===== src/rtl/ula_pkg.sv =====
// ============================================================================
// Module   : ula_pkg
// Brief    : Shared types and constants for the ULA bitwise logic unit.
// Revision : 1.0 - initial release
// ============================================================================
`default_nettype none

package ula_pkg;

    localparam int LARGURA_PADRAO = 16;

    typedef enum logic [2:0] {
        OP_AND  = 3'b000,
        OP_OR   = 3'b001,
        OP_XOR  = 3'b010,
        OP_NAND = 3'b011,
        OP_NOR  = 3'b100,
        OP_XNOR = 3'b101,
        OP_NOT  = 3'b110,
        OP_PASS = 3'b111
    } op_logica_t;

endpackage

`default_nettype wire


===== src/rtl/ula_logica_comb.sv =====
// ============================================================================
// Module   : ula_logica_comb
// Brief    : Combinational eight-operation bitwise logic core, LARGURA bits.
// Revision : 1.0 - initial release
// ============================================================================
`default_nettype none

module ula_logica_comb
    import ula_pkg::*;
#(
    parameter int LARGURA = LARGURA_PADRAO
)
(
    input  logic [LARGURA-1:0] A,
    input  logic [LARGURA-1:0] B,
    input  logic [2:0]         OP,
    output logic [LARGURA-1:0] RESULTADO
);

    always_comb begin
        RESULTADO = '0;
        case (op_logica_t'(OP))
            OP_AND:  RESULTADO = A & B;
            OP_OR:   RESULTADO = A | B;
            OP_XOR:  RESULTADO = A ^ B;
            OP_NAND: RESULTADO = ~(A & B);
            OP_NOR:  RESULTADO = ~(A | B);
            OP_XNOR: RESULTADO = ~(A ^ B);
            OP_NOT:  RESULTADO = ~A;
            OP_PASS: RESULTADO = A;
            default: RESULTADO = A;
        endcase
    end

endmodule

`default_nettype wire


===== src/rtl/ula_logica_pipe.sv =====
// ============================================================================
// Module   : ula_logica_pipe
// Brief    : Two-stage valid/ready pipelined bitwise logic unit with optional
//            zero/parity flags (enabled by macro ULA_LOGICA_FLAGS_EN).
// Revision : 1.0 - initial release
// ============================================================================
`default_nettype none

module ula_logica_pipe
    import ula_pkg::*;
#(
    parameter int LARGURA = LARGURA_PADRAO
)
(
    input  logic               CLK,
    input  logic               RST,
    input  logic               ENTRADA_VALIDA,
    output logic               ENTRADA_PRONTA,
    input  logic [LARGURA-1:0] A,
    input  logic [LARGURA-1:0] B,
    input  logic [2:0]         OP,
    output logic [LARGURA-1:0] RESULTADO,
    output logic               SAIDA_VALIDA,
    input  logic               SAIDA_PRONTA,
    output logic               ZERO,
    output logic               PARIDADE
);

    logic               r_v1;
    logic [LARGURA-1:0] r_a1;
    logic [LARGURA-1:0] r_b1;
    logic [2:0]         r_op1;
    logic               r_v2;
    logic [LARGURA-1:0] r_res2;
    logic [LARGURA-1:0] w_res;
    logic               w_avanca1;
    logic               w_avanca2;

    // A stage may advance when it is empty or its downstream is advancing.
    assign w_avanca2      = !r_v2 | SAIDA_PRONTA;
    assign w_avanca1      = !r_v1 | w_avanca2;
    assign ENTRADA_PRONTA = w_avanca1;

    always_ff @(posedge CLK or posedge RST) begin
        if (RST) begin
            r_v1  <= 1'b0;
            r_a1  <= '0;
            r_b1  <= '0;
            r_op1 <= '0;
        end else if (w_avanca1) begin
            r_v1 <= ENTRADA_VALIDA;
            if (ENTRADA_VALIDA) begin
                r_a1  <= A;
                r_b1  <= B;
                r_op1 <= OP;
            end
        end
    end

    ula_logica_comb #(
        .LARGURA   (LARGURA)
    ) u_comb (
        .A         (r_a1),
        .B         (r_b1),
        .OP        (r_op1),
        .RESULTADO (w_res)
    );

    always_ff @(posedge CLK or posedge RST) begin
        if (RST) begin
            r_v2   <= 1'b0;
            r_res2 <= '0;
        end else if (w_avanca2) begin
            r_v2 <= r_v1;
            if (r_v1) begin
                r_res2 <= w_res;
            end
        end
    end

    assign SAIDA_VALIDA = r_v2;
    assign RESULTADO    = r_res2;

`ifdef ULA_LOGICA_FLAGS_EN
    logic r_zero2;
    logic r_par2;

    // Flags travel with the result so they are held under backpressure too.
    always_ff @(posedge CLK or posedge RST) begin
        if (RST) begin
            r_zero2 <= 1'b0;
            r_par2  <= 1'b0;
        end else if (w_avanca2 && r_v1) begin
            r_zero2 <= (w_res == '0);
            r_par2  <= ^w_res;
        end
    end

    assign ZERO     = r_zero2;
    assign PARIDADE = r_par2;
`else
    assign ZERO     = 1'b0;
    assign PARIDADE = 1'b0;
`endif

endmodule

`default_nettype wire


===== config.mk =====
export PLATFORM = sky130hd
export DESIGN_NAME = ula_logica_pipe
export DESIGN_NICKNAME = d
export VERILOG_FILES = /design/src/rtl/ula_pkg.sv /design/src/rtl/ula_logica_comb.sv /design/src/rtl/ula_logica_pipe.sv
export SDC_FILE = /design/constraint.sdc
export NUM_CORES = 1
export LEC_CHECK = 0
export ABC_AREA = 1
export BUFFER_PORTS_ARGS = -buffer_cell sky130_fd_sc_hd__buf_2
export CORE_MARGIN = 3
export CORE_UTILIZATION = 45
export CTS_CLUSTER_DIAMETER = 30
export CTS_CLUSTER_SIZE = 10
export DETAILED_ROUTE_END_ITERATION = 10
export PLACE_DENSITY_LB_ADDON = 0.25
export SYNTH_ARGS = -nofsm -noshare
export SYNTH_HDL_FRONTEND = slang
export SYNTH_SLANG_ARGS = --single-unit

===== constraint.sdc =====
create_clock -name CLK -period 5.4 [get_ports CLK]
set_input_delay 1.35 -clock CLK [delete_from_list [all_inputs] [get_ports CLK]]
set_output_delay 1.35 -clock CLK [all_outputs]
set_load 0.05 [all_outputs]

==> flow_results.org, run 1 <==
** Status
- The flow ran to the end, and the final reports show no timing, DRC or antenna violations.

** Finish
- Fillcell total :: 858
- Diode insertion count for antenna repair :: 0
- Leaving out fill and tap cells, the most frequent cell in the layout is sky130_fd_sc_hd__nand2_1.
- In the final layout, the share of cells above drive strength 1 is 0.1244.
- From synthesis to final layout, the design area changed by 9.302%.
- Final cell utilization of the core :: 0.5147
- The top cell types in the final layout, fill and taps aside, are sky130_fd_sc_hd__nand2_1 (144), sky130_fd_sc_hd__inv_1 (84), sky130_fd_sc_hd__nor2_1 (68).
- Number of nets in the layout :: 681

** Detailed routing
- The pre-antenna-repair detailed-routing pass consisted of 4 iterations.
- Antenna-violating nets left :: 0
- The routed design has 9.508 mm of wire.
- Dividing the detail-routed via count by the number of cells gives 5.222.
- In the final routed layout, each cell accounts on average for 13.28 um.
- The routed layout has 3739 vias.
- Number of design rule violations left after detail routing :: 0
- The detailed router finished its first iteration with 193 violations.

** Synth
- Of the post-synthesis cell area, the part taken by muxes is 0.
- Syn Inst Count :: 580
- Of the total synthesized cell area, the portion taken by AND, OR, NAND and NOR gates is 0.3546.
- Yosys warning total :: 0
- In this run, synthesis produced a sequential element count of 53.
- Portion of the post-synthesis area used by sequential elements :: 0.3377
- The complex-gate fraction of the synthesized area is 0.07263.
- After synthesis, the largest family of logic cells by area is simple AND/OR/NAND/NOR gates.
- Synthesis instantiated 18 different standard cells from the library.
- A synthesized cell averages 6.772 um^2.
- Adder-cell share of the synthesized area :: 0.1019
- Post-synthesis instance area :: 0.003928 mm^2
- Of the total synthesized cell area, the portion taken by XOR and XNOR cells is 0.

** Global route
- Entering global routing, the biggest net connects 64 pins.
- The first global-routing pass estimated 16.15 mm of wire.
- The number of global-route vias before repair was 3640.
- GRT overflow :: 0
- The number of antenna violations at the first check in global routing came to 0.
- Overall fraction of global-route tracks in use :: 0.1958

** Timing
- In this run the tightest slew margin relative to its limit is 0.2639.
- The number of pins exceeding their max-slew limit in the final report was 0.
- For the pin with the worst max-slew slack, the measured transition is 1101 ps.
- After layout, the minimum clock period comes to 3245 ps.
- Dividing the final minimum period by the clock period gives 0.6010.
- Clock skew after layout :: 9.716 ps
- Final hold viol count :: 0
- Unrepaired setup endpoints after global routing :: false
- Final setup violation count :: 0
- Worst Hold Margin :: 481.4 ps
- Setup_tns :: 0 ps
- For this run, the top clock speed supported by timing is 308.1 MHz.

** CTS
- In this run the clock root is driven by a sky130_fd_sc_hd__clkbuf_8.
- Clock transition at the registers of the reported paths :: 90 ps
- H-tree Lvls :: 2
- The clock net in this run drives a total of 53 sinks.
- After clock tree synthesis, the flow added hold-fix buffers numbering 0.
- In this run the deepest clock path goes through 2 buffers.
- Buffers added to address setup during post-CTS repair amount to 0.
- At the later pin of the worst-skew pair, clock insertion delay measures 310 ps.
- After clock tree synthesis, the repair step resized 0 gates.
- Cts bufs inserted :: 5
- CTS tree :: built

** Placed design
- Port buffering added 56 buffers.
- Summed over all nets, the half-perimeter wirelength after detailed placement is 5.911 mm.
- RePlAce Congestion :: 0.7898

** Critical path
- Traced cell by cell, the critical path runs through buf_2, inv_1, nand3_1, buf_2.
- For the worst setup path, the data required time is 4050 ps.
- Category of the worst setup path launch point :: input port
- In this run the worst path has a maximum fanout of 3.
- For this design, the slowest cell found on the critical path is sky130_fd_sc_hd__buf_2.
- In this design, the largest share of critical-path delay is due to buffers and inverters.
- Critical path capture point type :: primary output
- Critical path's most frequent cell :: sky130_fd_sc_hd__buf_2
- Worst Path Arrival :: 1900 ps
- Critical Setup Path Class :: in2out
- For this run, the slowest stage of the critical path takes 250 ps.
- Counting both buffers and inverters, the worst setup path holds a total of 3.

** Floorplan
- Die area :: 0.009884 mm^2
- Horiz. Die Dim :: 99.42 um
- In this run the standard cell core region covers 0.008341 mm^2.
- Std cell rows :: 33
- 59 I/O pins were placed.
- Initial core utilization :: 0.4709
- Die Y :: 99.42 um

** Power
- The analysis attributes to cell leakage a power of 2.564 nW.
- Overall power consumption :: 0.001522 W
- Power density relative to cell area :: 354.6 mW/mm^2
- Across the VDD grid, the largest voltage drop is 0.0001998 V.

** Flow run
- Max-cap violations in this run came to 0.

** Worst hold path
- In this run the worst hold path is classified as reg2reg.
## synth_stat cells, drive strengths merged
cell type	n	area share
conb	1	0.00095
nor2	70	0.069
nand4	54	0.086
ha	32	0.10
clkbuf	14	0.013
nand2	145	0.14
nand3b	15	0.029
buf	26	0.035
o21ai	21	0.027
nand3	25	0.032
inv	88	0.084
a21oi	36	0.046
dfrtp	53	0.34
## logic make-up (layout without fill, tap and decap cells)
logic type               Yosys count  count (layout)
AO/OA/AOI/OAI                     57              57
buffers and inverters            128             158
flip-flops                        53              53
adder cells (fa/ha/maj)           32              32
other                              1               2
AND/OR/NAND/NOR                  309             309
## per-layer routing
metal,part of all wire,wire [um],global-route usage,vias to the layer above
li1,-,-,-,1900
met1,0.45,4268,0.2351,1759
met2,0.50,4732,0.3605,70
met3,0.040,381,0.03015,10
met4,0.013,124,0.05567,0
met5,0,0,0,-
## layout make-up
class | count | area (um^2) | area share
multi-input combinational | 400 | 2088 | 0.4864
sequential | 53 | 1328 | 0.3092
inverter | 88 | 330.3 | 0.07695
timing repair buffer | 62 | 325.3 | 0.07578
tap | 105 | 131.4 | 0.03060
clock buffer | 8 | 90.09 | 0.02099
## power by group
part / switching [W] / internal, W
Sequential: 0.0000606 / 0.000488
Clock: 0.000135 / 0.000105
Combinational: 0.000531 / 0.000202
## tightest hold or removal path, delay by kind of cell, from the launching register on
family	cells	cell delay, ps
simple gates	2	100
flops	1	350
## path summary, 6_finish.rpt
kind	from	to	slack, ps	depth (start not counted)
min in group asynchronous	RST	RESULTADO[13]	1210	3
max in group asynchronous	RST	r_op1[2]	3710	3
worst min register to register	RESULTADO[1]	RESULTADO[1]	480	2
worst max-delay path	SAIDA_PRONTA	ENTRADA_PRONTA	2150	4
worst min-delay path	RESULTADO[1]	RESULTADO[1]	480	2
worst max register to register	r_op1[0]	RESULTADO[7]	2340	9
## through the flow
step                      worst slack (ps)  instance area (um^2)  instances
final                                 2155                  4293        716
after global routing                  2121                  4293        716
after CTS                             2153                  4293        716
after detailed placement              2156                  4203        708
after global placement                2191                  4203        708
after floorplan                       2220                  3931        581
## state kept, by name, summed over array words and instances, names as in the netlist
signal        cells
r_v1              1
SAIDA_VALIDA      1
r_op1             3
r_a1             16
RESULTADO        16
r_b1             16
Power figures use the tool's default switching activity.
==> run 2, diff against run 1 <==
==> constraint.sdc (replaced) <==
create_clock -name CLK -period 3.3 [get_ports CLK]
set_input_delay 0.825 -clock CLK [delete_from_list [all_inputs] [get_ports CLK]]
set_output_delay 0.825 -clock CLK [all_outputs]
set_load 0.05 [all_outputs]
==> run 2 against run 1 <==
Clock power grew 60%. First-iteration DRC count grew 41%. Setup slack lost 1000 ps. Count of clock-buffer cells in the layout shrank 1. Largest power group unchanged. Highest routed layer unchanged.
==> flow_results.org, run 2 (synthesis results as in run 1) <==
** Detailed routing
- The total via count after detailed routing was 3752 (was 3739).
- Number of design rule violations left after detail routing :: 0 (unchanged)
- Number of violations reported at the end of detailed-routing iteration 0 :: 273 (was 193)
- The wire length reported by the detailed router is 9.602 mm (was 9.508 mm).
- The number of routed nets with antenna violations was 0 (unchanged).
- Number of detailed-routing iterations run before antenna repair :: 5 (was 4)
- The wire length per cell after detailed routing is 13.30 um (was 13.28 um).
- The average via count per standard cell is 5.197 (was 5.222).

** Timing
- Unrepaired setup endpoints after global routing :: false (unchanged)
- The final hold violation count was 0 (unchanged).
- Final setup violation count :: 0 (unchanged)
- Crit share post-route :: 0.6571
- Clock skew after layout :: 5.768 ps (was 9.716 ps)
- The relative slew slack was 0.4374 (was 0.2639).
- Slew Viols, Final :: 0 (unchanged)
- Setup_tns :: 0 ps (unchanged)
- Derived from the worst setup path, the maximum achievable clock frequency is 461.2 MHz.
- Slew at the pin with the worst max-slew slack :: 842.9 ps (was 1101 ps)
- The routed design could run at a clock period as short as 2168 ps.

** CTS
- The number of buffers inserted during clock tree synthesis was 5 (unchanged).
- Number of sinks driven by the clock tree :: 53 (unchanged)
- Clock transition at the registers of the reported paths :: 100 ps (was 90 ps)
- The number of resized instances in the post-cts repair step came to 0 (unchanged).
- The insertion delay of the later-clocked pin in the worst-skew pair is 300 ps (was 310 ps).
- The quantity of hold-fixing buffers added after cts came to 0 (unchanged).
- CTS tree :: built (unchanged)
- Root buffer selected by CTS :: sky130_fd_sc_hd__clkbuf_8 (unchanged)
- The number of buffers inserted by post-CTS setup repair was 0 (unchanged).
- The H-tree depth is 2 (unchanged).
- The deepest clock path buffer count came to 2 (unchanged).

** Floorplan
- Std cell rows :: 33 (unchanged)
- The die area came to 0.009884 mm^2 (unchanged).
- Initial core utilization :: 0.4709 (unchanged)
- The vertical die dimension is 99.42 um (unchanged).
- The number of top-level pins came to 59 (unchanged).
- Core outline area :: 0.008341 mm^2 (unchanged)
- Horiz. Die Dim :: 99.42 um (unchanged)

** Finish
- Area growth from synthesis to final layout :: 10.86% (was 9.302%)
- The diode insertion count for antenna repair was 0 (unchanged).
- Highest-count cells in the layout ignoring fill and taps: sky130_fd_sc_hd__nand2_1 (144), sky130_fd_sc_hd__inv_1 (84), sky130_fd_sc_hd__nor2_1 (68) (unchanged).
- Proportion of layout cells with a drive suffix above 1 :: 0.1345 (was 0.1244)
- The leading cell type in the layout, fill and taps excluded is sky130_fd_sc_hd__nand2_1 (unchanged).
- Fillcell total :: 841 (was 858)
- Final cell count without fillers :: 722 (was 716)
- Post-route standard cell area excluding fillers :: 0.004354 mm^2 (was 0.004293 mm^2)
- Number of nets in the layout :: 688 (was 681)

** Placed design
- Port Buffer Count :: 56 (unchanged)
- Half-perimeter wire length after placement :: 6.414 mm (was 5.911 mm)
- The area of placed instances is 0.004268 mm^2 (was 0.004203 mm^2).
- The placed cell count is 715 (was 708).
- RePlAce Congestion :: 0.8319 (was 0.7898)

** Critical path
- Cell type of the slowest stage on the worst timing path :: sky130_fd_sc_hd__buf_2 (unchanged)
- Maximum fanout along the worst path :: 3 (unchanged)
- The arrival time reported for the critical path endpoint was 1340 ps (was 1900 ps).
- The required time of the critical path came to 2470 ps (was 4050 ps).
- Chain of cells forming the critical path :: buf_2, inv_1, nand3_1, buf_2 (unchanged)
- The cell class contributing the biggest share of worst-path delay is buffers and inverters (unchanged).
- The sum of buffers and inverters on the critical path was 3 (unchanged).
- Critical path's most frequent cell :: sky130_fd_sc_hd__buf_2 (unchanged)
- The kind of end point of the critical path was a primary output (unchanged).
- Largest stage delay on the critical path :: 240 ps (was 250 ps)
- The kind of start point of the critical path is an input port (unchanged).
- Critical Setup Path Class :: in2out (unchanged)

** Global route
- Overall fraction of global-route tracks in use :: 0.2005 (was 0.1958)
- Number of antenna violations at the first check in global routing :: 0 (unchanged)
- The wire length of the first global-routing pass was 16.59 mm (was 16.15 mm).
- Via count of the first global-routing pass :: 3728 (was 3640)
- Pin count of the biggest net entering global routing :: 62 (was 64)
- The overflow left after global routing was 0 (unchanged).

** Worst hold path
- Worst min-delay path category :: reg2reg (unchanged)

** Power
- Worst supply voltage drop on vdd :: 0.0002272 V (was 0.0001998 V)
- The leakage power figure is 2.601 nW (was 2.564 nW).
- Power density relative to cell area :: 573.8 mW/mm^2 (was 354.6 mW/mm^2)

** Status
- Outcome :: finished, final reports clean (unchanged)

** Flow run
- Maximum capacitance violations :: 0 (unchanged)
## run 2: final cells by class
cell class,count,area (um^2),share of cell area
multi-input combinational,400,2088,0.4796
tap,105,131.4,0.03017
sequential,53,1328,0.3049
clock buffer,7,86.33,0.01983
inverter,88,330.3,0.07586
timing repair buffer,69,390.4,0.08965
## run 2: layer usage
layer / share of wire / routed length [um] / vias up / GRT usage
li1: - / - / 1912 / -
met1: 0.45 / 4353 / 1735 / 0.2528
met2: 0.49 / 4748 / 99 / 0.3662
met3: 0.045 / 433 / 6 / 0.02525
met4: 0.0069 / 66 / 0 / 0.04307
met5: 0 / 0 / - / 0
## run 2: power breakdown
part           switching, W  total [W]  leakage, nW  internal [W]
sequential         0.000105   0.000903        0.608      0.000798
combinational      0.000868    0.00121         1.95      0.000344
clock              0.000217   0.000384       0.0443      0.000167
total               0.00119    0.00250         2.60       0.00131
## run 2: stage by stage
stage	hold slack, ps	total power (W)	setup slack (ps)	utilization
after floorplan	447.1	0.001841	1128	-
after global placement	452.9	0.002094	1136	0.5117
after detailed placement	460.7	0.002126	1129	0.5117
after CTS	485.7	0.002510	1126	0.5221
after global routing	520.0	0.002694	1049	0.5221
final	482.4	0.002499	1132	0.5221
## run 2: worst register-to-register path, cell delays in order (launching register included)
cell and delay, ps:
sky130_fd_sc_hd__dfrtp_1 740, sky130_fd_sc_hd__nand2_1 140, sky130_fd_sc_hd__nor2_2 670, sky130_fd_sc_hd__nand2_1 120, sky130_fd_sc_hd__nand2_1 110, sky130_fd_sc_hd__nor2_1 40
sky130_fd_sc_hd__nand2_1 50, sky130_fd_sc_hd__nand2_1 60, sky130_fd_sc_hd__nand2_1 50
## run 2: final timing paths
kind,from,cells past startpoint,slack (ps),endpoint
setup / recovery,SAIDA_PRONTA,4,1130,ENTRADA_PRONTA
hold / removal,RESULTADO[15],2,480,RESULTADO[15]
setup reg to reg,r_op1[1],8,1270,RESULTADO[6]
hold reg to reg,RESULTADO[15],2,480,RESULTADO[15]
max in group asynchronous,RST,3,2170,r_a1[4]
min in group asynchronous,RST,2,570,r_b1[14]
